`src/rtl/klotski_seq_ctrl.sv`:
```
// Top-level Klotski solver sequencer: capture -> solve -> move -> verify loop with
// bounded motor retries, a per-wait watchdog, a move counter, abort and a latched error code.
module klotski_seq_ctrl #(
  parameter int ROWS      = 4,
  parameter int COLS      = 4,
  parameter int CELL_W    = 4,
  parameter int MAX_RETRY = 3,
  parameter int TMO_W     = 24,
  parameter int CNT_W     = 8
) (
  input  logic                          i_Clk,
  input  logic                          i_rst,
  input  logic                          i_start,
  input  logic                          i_abort,
  output logic                          o_vga_start,
  input  logic                          i_vga_done,
  input  logic [ROWS*COLS*CELL_W-1:0]   i_board,
  input  logic [$clog2(ROWS)-1:0]       i_goal_row,
  input  logic [$clog2(COLS)-1:0]       i_goal_col,
  input  logic [CELL_W-1:0]             i_goal_id,
  output logic                          o_alg_start,
  output logic                          o_alg_continue,
  input  logic                          i_alg_move,
  input  logic                          i_alg_done,
  output logic                          o_bm_en,
  input  logic                          i_bm_done,
  output logic [ROWS*COLS*CELL_W-1:0]   o_board,
  output logic [CNT_W-1:0]              o_move_cnt,
  output logic                          o_done,
  output logic                          o_err,
  output logic [1:0]                    o_err_code,
  output logic [2:0]                    o_state
);

  localparam int BOARD_W = ROWS * COLS * CELL_W;
  localparam int ROW_W   = $clog2(ROWS);
  localparam int COL_W   = $clog2(COLS);
  localparam int RETRY_W = $clog2(MAX_RETRY + 1);

  typedef enum logic [2:0] {
    S_IDLE    = 3'd0,
    S_CAPTURE = 3'd1,
    S_ALGO    = 3'd2,
    S_MOTOR   = 3'd3,
    S_VERIFY  = 3'd4,
    S_DONE    = 3'd5,
    S_ERROR   = 3'd6
  } state_t;

  // A goal coordinate outside the board (non power-of-two sizes) never matches.
  function automatic logic goal_match(input logic [BOARD_W-1:0] board,
                                      input logic [ROW_W-1:0]   row,
                                      input logic [COL_W-1:0]   col,
                                      input logic [CELL_W-1:0]  id);
    int                 idx;
    logic [BOARD_W-1:0] shifted;
    idx     = int'(row) * COLS + int'(col);
    shifted = board >> (idx * CELL_W);
    if (idx < ROWS * COLS) begin
      goal_match = (shifted[CELL_W-1:0] == id);
    end else begin
      goal_match = 1'b0;
    end
  endfunction

  state_t               state_q, state_d;
  logic [BOARD_W-1:0]   board_q, board_d;
  logic [CNT_W-1:0]     move_cnt_q, move_cnt_d;
  logic [RETRY_W-1:0]   retry_q, retry_d;
  logic                 first_q, first_d;
  logic [TMO_W-1:0]     tmo_q, tmo_d;
  logic                 alg_start_q, alg_start_d;
  logic                 alg_continue_q, alg_continue_d;
  logic                 done_q, done_d;
  logic                 err_q, err_d;
  logic [1:0]           err_code_q, err_code_d;
  logic                 vga_start_s;
  logic                 bm_en_s;
  logic [TMO_W-1:0]     tmo_inc_s;
  logic                 tmo_fire_s;
  logic                 waiting_s;

  // Watchdog fires on the cycle whose increment would make the counter all-ones.
  always_comb begin
    tmo_inc_s  = tmo_q + {{(TMO_W-1){1'b0}}, 1'b1};
    tmo_fire_s = (tmo_inc_s == {TMO_W{1'b1}});
    waiting_s  = (state_q == S_CAPTURE) || (state_q == S_ALGO) ||
                 (state_q == S_MOTOR)   || (state_q == S_VERIFY);
  end

  // Next-state, handshake pulses and datapath updates.
  always_comb begin
    state_d        = state_q;
    board_d        = board_q;
    move_cnt_d     = move_cnt_q;
    retry_d        = retry_q;
    first_d        = first_q;
    alg_start_d    = 1'b0;
    alg_continue_d = 1'b0;
    done_d         = 1'b0;
    err_code_d     = err_code_q;
    vga_start_s    = 1'b0;
    bm_en_s        = 1'b0;

    if (i_abort) begin
      state_d = S_IDLE;
    end else begin
      case (state_q)
        S_IDLE, S_ERROR: begin
          if (i_start) begin
            vga_start_s = 1'b1;
            move_cnt_d  = {CNT_W{1'b0}};
            retry_d     = {RETRY_W{1'b0}};
            first_d     = 1'b1;
            err_code_d  = 2'd0;
            state_d     = S_CAPTURE;
          end else begin
            state_d = state_q;
          end
        end
        S_CAPTURE: begin
          if (i_vga_done) begin
            if (first_q) begin
              board_d = i_board;
            end else begin
              board_d = board_q;
            end
            first_d     = 1'b0;
            alg_start_d = 1'b1;
            state_d     = S_ALGO;
          end else if (tmo_fire_s) begin
            err_code_d = 2'd1;
            state_d    = S_ERROR;
          end else begin
            state_d = S_CAPTURE;
          end
        end
        S_ALGO: begin
          if (i_alg_done) begin
            state_d = S_DONE;
          end else if (i_alg_move) begin
            bm_en_s = 1'b1;
            retry_d = {RETRY_W{1'b0}};
            state_d = S_MOTOR;
          end else if (tmo_fire_s) begin
            err_code_d = 2'd1;
            state_d    = S_ERROR;
          end else begin
            state_d = S_ALGO;
          end
        end
        S_MOTOR: begin
          if (i_bm_done) begin
            vga_start_s = 1'b1;
            state_d     = S_VERIFY;
          end else if (tmo_fire_s) begin
            err_code_d = 2'd1;
            state_d    = S_ERROR;
          end else begin
            state_d = S_MOTOR;
          end
        end
        S_VERIFY: begin
          if (i_vga_done) begin
            if (goal_match(i_board, i_goal_row, i_goal_col, i_goal_id)) begin
              alg_continue_d = 1'b1;
              if (move_cnt_q != {CNT_W{1'b1}}) begin
                move_cnt_d = move_cnt_q + {{(CNT_W-1){1'b0}}, 1'b1};
              end else begin
                move_cnt_d = move_cnt_q;
              end
              state_d = S_ALGO;
            end else if (retry_q < RETRY_W'(MAX_RETRY - 1)) begin
              retry_d = retry_q + {{(RETRY_W-1){1'b0}}, 1'b1};
              bm_en_s = 1'b1;
              state_d = S_MOTOR;
            end else begin
              err_code_d = 2'd2;
              state_d    = S_ERROR;
            end
          end else if (tmo_fire_s) begin
            err_code_d = 2'd1;
            state_d    = S_ERROR;
          end else begin
            state_d = S_VERIFY;
          end
        end
        S_DONE: begin
          done_d  = 1'b1;
          state_d = S_IDLE;
        end
        default: begin
          state_d = S_IDLE;
        end
      endcase
    end
  end

  // Watchdog restarts on every state change and only advances while waiting on a peer.
  always_comb begin
    err_d = (state_d == S_ERROR);
    if (state_d != state_q) begin
      tmo_d = {TMO_W{1'b0}};
    end else if (waiting_s) begin
      tmo_d = tmo_inc_s;
    end else begin
      tmo_d = tmo_q;
    end
  end

  // State and registered outputs.
  always_ff @(posedge i_Clk) begin
    if (i_rst) begin
      state_q        <= S_IDLE;
      board_q        <= {BOARD_W{1'b0}};
      move_cnt_q     <= {CNT_W{1'b0}};
      retry_q        <= {RETRY_W{1'b0}};
      first_q        <= 1'b0;
      tmo_q          <= {TMO_W{1'b0}};
      alg_start_q    <= 1'b0;
      alg_continue_q <= 1'b0;
      done_q         <= 1'b0;
      err_q          <= 1'b0;
      err_code_q     <= 2'd0;
    end else begin
      state_q        <= state_d;
      board_q        <= board_d;
      move_cnt_q     <= move_cnt_d;
      retry_q        <= retry_d;
      first_q        <= first_d;
      tmo_q          <= tmo_d;
      alg_start_q    <= alg_start_d;
      alg_continue_q <= alg_continue_d;
      done_q         <= done_d;
      err_q          <= err_d;
      err_code_q     <= err_code_d;
    end
  end

  assign o_vga_start    = vga_start_s;
  assign o_bm_en        = bm_en_s;
  assign o_alg_start    = alg_start_q;
  assign o_alg_continue = alg_continue_q;
  assign o_board        = board_q;
  assign o_move_cnt     = move_cnt_q;
  assign o_done         = done_q;
  assign o_err          = err_q;
  assign o_err_code     = err_code_q;
  assign o_state        = state_q;

endmodule

```
`config.mk`:
```
export PLATFORM = sky130hd
export DESIGN_NAME = klotski_seq_ctrl
export DESIGN_NICKNAME = d
export VERILOG_FILES = /design/src/rtl/klotski_seq_ctrl.sv
export SDC_FILE = /design/constraint.sdc
export NUM_CORES = 1
export LEC_CHECK = 0
export ABC_AREA = 1
export CORE_ASPECT_RATIO = 0.8
export CORE_MARGIN = 5
export CORE_UTILIZATION = 35
export DETAILED_ROUTE_END_ITERATION = 10
export PLACE_DENSITY = 0.68
export SYNTH_ARGS = -nofsm -noshare
export SYNTH_HDL_FRONTEND = slang
export SYNTH_SLANG_ARGS = --single-unit
```
`constraint.sdc`:
```
create_clock -name i_Clk -period 2.7 [get_ports i_Clk]
set_clock_uncertainty 0.15 [all_clocks]
set_input_delay 0.405 -clock i_Clk [delete_from_list [all_inputs] [get_ports i_Clk]]
set_output_delay 0.405 -clock i_Clk [all_outputs]
set_load 0.01 [all_outputs]
```
# Word level (Yosys, flattened, before mapping)
# Index checks and enable logic that the tools add are counted.
# totals
register_bits	108
inputBits	80
output_inout_bits	83
word_cells	121
# op_classes
n_addsub	4
magnitude_cmp	2
n_eq_ne	25
shifts	1
mux	56
bitwise_logic	4
reduce_logical	18
# ops
operator	n
$shr A64 B7 Y4	1
$mux W3	12
$mux W8	4
$mux W2	15
$add A24 B1 Y24 const B	1
$eq A24 B24 Y1 const B	1
$mux W1	18
$ne A2 B2 Y1 const B	9
$pmux W8 S2	1
$pmux W3 S5	1
$eq A3 B3 Y1 const B	4
$pmux W2 S5	1
$reduce_and A9 Y1	1
$add A8 B1 Y8 const B	1
$ne A8 B8 Y1 const B	1
$reduce_and A4 Y1	2
$reduce_and A8 Y1	1
$eq A3 B2 Y1 const B	2
$ne A2 B1 Y1 const B	3
$ne A3 B3 Y1 const B	2
$pmux W1 S2	3
$pmux W2 S3	1
$reduce_and A6 Y1	1
$reduce_or A2 Y1	3
15 further kinds	21

# Depth between registers and ports, before layout
# depth
depth_word	13
ltp_mapped	22
ltp_nobuf	21

# Worst setup path before layout
# No wires, ideal clock.
# synth_timing
kind	register to register
startpoint	register tmo_q[1]
endpoint	register tmo_q[10]
t_arrival_ns	2.310
t_required_ns	2.426
slack_ns	0.117
path_stages_with_launch	20
cell_sequence	dfxtp_1 -> ha_1 -> nand2_2 -> nor2_4 -> nand2_4 -> nor2_4 -> nand2_1 -> nand2_1 -> nand2_1 -> nor2_1 -> nand2_1 -> nor2_4 -> nand2_2 -> o21ai_2 -> nand3_2 -> a21oi_1 -> nor2_4 -> nand3_4 -> buf_8 -> nor2_4
# synth_via
elab_chain_len	9
# synth_rtl
item	line	source
from (decl)	71	logic [TMO_W-1:0] tmo_q, tmo_d;
from (signal assigned)	219	tmo_q <= {TMO_W{1'b0}};
from (signal assigned)	231	tmo_q <= tmo_d;
$add A24 B1 Y24 (*)	85	tmo_inc_s = tmo_q + {{(TMO_W-1){1'b0}}, 1'b1};
$eq A24 B24 Y1	86	tmo_fire_s = (tmo_inc_s == {TMO_W{1'b1}});
$mux W3	145	end else if (tmo_fire_s) begin
$mux W3	141	end else if (i_alg_move) begin
$mux W3	139	if (i_alg_done) begin
$pmux W3 S5	108	case (state_q)
$mux W3	105	if (i_abort) begin
$ne A3 B3 Y1	202	if (state_d != state_q) begin
$reduce_or A2 Y1 (no line)	-	
# Every way passes the cells marked *; elsewhere a longest branch is shown, timed or not.
# A chain may end at the register's enable or synchronous reset.

# Worst setup path after layout
# layout_timing
startpoint	register tmo_q[0]
endpoint	register tmo_q[23]
# Same word-level chain as after synthesis.

==> results.json <==
{
  "area_delta_synth_final_pct": 57.3,
  "antenna_left": 0,
  "netlist_area_mm2": 0.00596,
  "setup_violations": 24,
  "cts.reportedPaths.clkPinSlew_ps": 70,
  "period_share_pct": 104,
  "overflow": 0,
  "detailed_place.area_mm2": 0.00844,
  "post-place-cells": 1361,
  "remaining_max_slew_budget_at_the_tightest_pin_pct": 60.3,
  "ff2ff_path_depth": 22,
  "timing.critical_path.slowest_cell_delay_ps": 370,
  "postSynthNetCount": 1006,
  "failed_checks": "setup timing",
  "peak_supply_drop_mv": 0.301,
  "die_x_um": 156,
  "drc": 0,
  "max_freq_mhz": 355,
  "cp_common_cell": "nand2_2",
  "synthDistinctLibCells": 37,
  "grt_pass1_vias": 6155,
  "grt_first_pass_wirelength_mm": 32.9,
  "worst_ep_required_time_ps": 2850,
  "floorplan.die.height_um": 127,
  "wl_mm": 20.7,
  "cp_num_buf_inv": 1,
  "worstHoldPathType": "input port to register",
  "detailedRoute.firstIterationViolations": 518,
  "worst_hold_slack_ps": 178,
  "critPathLaunchType": "register",
  "final_net_count": 1265,
  "placementRows": 42,
  "critPathKind": "register to register",
  "via_count": 6803,
  "layout-drive-gt1-share_pct": 23.0,
  "synth_cells": 923,
  "top_ports": 163,
  "timing.critical_path.arrival_ps": 2960,
  "critical-path-slowest-cell": "dfxtp_2",
  "synthesis.area_per_instance_um2": 6.46,
  "synth.yosys.seq_area_share_pct": 36.3,
  "final_cell_count_no_fill": 1408,
  "synth.yosys.warnings": 0,
  "synth_largest_area_cell": "dfxtp_1",
  "final_common_cell": "nand2_1",
  "ys_ff_latch": 108,
  "nFillCells": 1591,
  "cap_violations": 0,
  "yosys.area.top_type_share_pct": 36.3,
  "cts_buffer_depth": 2,
  "grt_util_all_layers_pct": 20.6,
  "report.final.hold_viol_count": 0,
  "worst_pin_slew_ps": 595,
  "cts_hold_repair.buffers": 0,
  "port_buffers": 162,
  "setup_repair_after_global_routing_missed_its_margin": "yes",
  "post-place-ws_ps": -690,
  "wl_per_cell_um": 14.7,
  "dp_hpwl_mm": 15.2,
  "grt_max_degree": 70,
  "clk-insertion-delay-late_ps": 360,
  "start_util_pct": 35.9,
  "cts_tree": "yes",
  "ctsRootBufferMaster": "clkbuf_16",
  "period_needed_ps": 2820,
  "netlist_top_cells_area": "dfxtp_1 36%, nand2_1 13%, o21ai_0 9.9%, nor2_1 9.6%, inv_1 6.0%",
  "most-common-layout-cells": "192 x nand2_1, 145 x nor2_1, 132 x clkdlybuf4s50_1",
  "grt_antenna_before_repair": 1,
  "postLayoutSetupSlackWorst_ps": -119,
  "drtPass1Iterations": 6,
  "cts_buffers": 9,
  "die-area_mm2": 0.0197,
  "outcome": "finished, violations left",
  "critPathCaptureType": "register",
  "cts-htree-levels": 3,
  "power_per_cell_area_mw_per_mm2": 394,
  "path_cells": "ha_4 > nand2_4 > nor2_4 > nand2_4 > nor2_4 > nand2_1 > nand2_1 > nand2_2 > nor2_2 > nand2_2 > nor2_4 > nand2_4 > nand2_2 > nand2_1 > nand2_1 > nand2_2 > nand2_2 > nand2_2 > nor2_4 > nand3_4 > buf_12 > nor2_1",
  "cts.sink_count": 108,
  "number_of_pins_exceeding_their_max_slew_limit_in_the_final_report": 0,
  "finish.instance_area_mm2": 0.00937,
  "cp_max_fo": 8,
  "leakagePower_nw": 4.07,
  "top_family_by_delay_on_critical_path": "simple AND/OR/NAND/NOR gates",
  "count_of_cell_instances_traversed_by_the_critical_path": 22,
  "finalWeightedCongestion": 0.899,
  "utilization_pct": 56.4,
  "drt-vias-per-instance": 4.83,
  "worstHoldPathCells": 3,
  "placeableCoreArea_mm2": 0.0166
}
area by class of cell:
class	instances	area (µm²)	share of cell area (%)
Multi-Input combinational cell	677	3540	37.8
Clock inverter	6	55.1	0.587
Clock buffer	10	229	2.44
Antenna cell	1	2.50	0.0267
Timing Repair Buffer	286	2720	29.0
Tap cell	220	275	2.94
Sequential cell	108	2170	23.1
Inverter	99	380	4.06
Timing Repair inverter	1	7.51	0.0801
cell usage after synthesis:
| library cell | instances |
|---|---|
| xnor2_1 | 2 |
| clkbuf_1 | 28 |
| buf_1 | 1 |
| buf_4 | 1 |
| nand3_1 | 69 |
| nand2_1 | 208 |
| nand4_1 | 8 |
| or2_2 | 2 |
| nand3_4 | 1 |
| o21ai_1 | 4 |
| a31oi_1 | 2 |
| nand2_2 | 6 |
| buf_2 | 7 |
| clkinv_1 | 2 |
| o221a_2 | 1 |
| inv_1 | 95 |
| o21bai_1 | 2 |
| xor2_1 | 2 |
| nor2_4 | 28 |
| nor4_1 | 3 |
| a21oi_1 | 48 |
| o21ai_2 | 1 |
| a211oi_1 | 1 |
| nand3b_1 | 1 |
| dfxtp_1 | 108 |
| nor2_2 | 2 |
| nor3_1 | 5 |
| nor2_1 | 152 |
| inv_2 | 2 |
| nand2_4 | 2 |
| or2_0 | 1 |
| o211ai_1 | 3 |
| buf_8 | 2 |
| ha_1 | 3 |
| nand3_2 | 1 |
| o211a_1 | 1 |
| o21ai_0 | 118 |
layer usage:
layer / part of all wire [%] / up-vias / track usage, %
met5: 0 / - / 0
met4: 1.4 / 0 / 4.63
met3: 7.7 / 25 / 5.45
met2: 43 / 222 / 30.0
met1: 48 / 3077 / 30.2
li1: - / 3479 / -
kinds of logic (layout without fill, tap and decap cells):
| kind of cell | count (synthesis) | in the layout | share of synthesized area (%) |
|---|---|---|---|
| AND/OR/NAND/NOR | 489 | 489 | 37.5 |
| AO/OA/AOI/OAI | 181 | 181 | 15.7 |
| adder cells (fa/ha/maj) | 3 | 3 | 0.630 |
| flip-flops | 108 | 108 | 36.3 |
| XOR/XNOR | 4 | 4 | 0.588 |
| other | 0 | 1 | 0 |
| buffers and inverters | 138 | 402 | 9.28 |
state kept, by name (all words and copies together), names as in the netlist, 2 cells and up:
register / flops
o_move_cnt: 8
o_state: 3
o_board: 64
o_err_code: 2
tmo_q: 24
retry_q: 2
power by group:
part	leakage, nW	switching [W]	internal [W]	total [W]
clock	0.140	0.000662	0.000648	0.00131
combinational	3.05	0.000379	0.000357	0.000736
sequential	0.875	0.0000283	0.00162	0.00165
worst reg2reg max path, cell delays in order, from the launching register on:
cell,delay (ps)
dfxtp_2,370
ha_4,170
nand2_4,60
nor2_4,190
nand2_4,110
nor2_4,100
nand2_1,60
nand2_1,80
nand2_2,70
nor2_2,110
nand2_2,100
nor2_4,150
nand2_4,80
nand2_2,60
nand2_1,40
nand2_1,60
nand2_2,70
nand2_2,60
nand2_2,60
nor2_4,100
nand3_4,180
buf_12,220
nor2_1,100
what timing repair did:
action	CTS	global route
resized for setup	48	113
pin swaps	22	52
endpoints found under the setup margin	35	38
setup buffers	22	7
gates cloned	3	0
metrics by stage:
stage / power (W) / setup TNS [ps]
floorplan: 0.00200 / 0
global placement: 0.00231 / -18380
detailed placement: 0.00232 / -21370
CTS: 0.00368 / -1860
global route: 0.00386 / -7140
finish: 0.00370 / -2040
final timing paths:
path	to	slack [ps]	start
worst max-delay path	tmo_q[23]$_SDFFE_PP0P_	-120	tmo_q[0]$_SDFFE_PP0P_
worst min-delay path	o_board[35]$_SDFFE_PP0P_	180	i_board[35]
worst max register to register	tmo_q[23]$_SDFFE_PP0P_	-120	tmo_q[0]$_SDFFE_PP0P_
worst min register to register	o_board[46]$_SDFFE_PP0P_	330	o_board[46]$_SDFFE_PP0P_
Note: power is estimated with default switching activity, not from simulation.
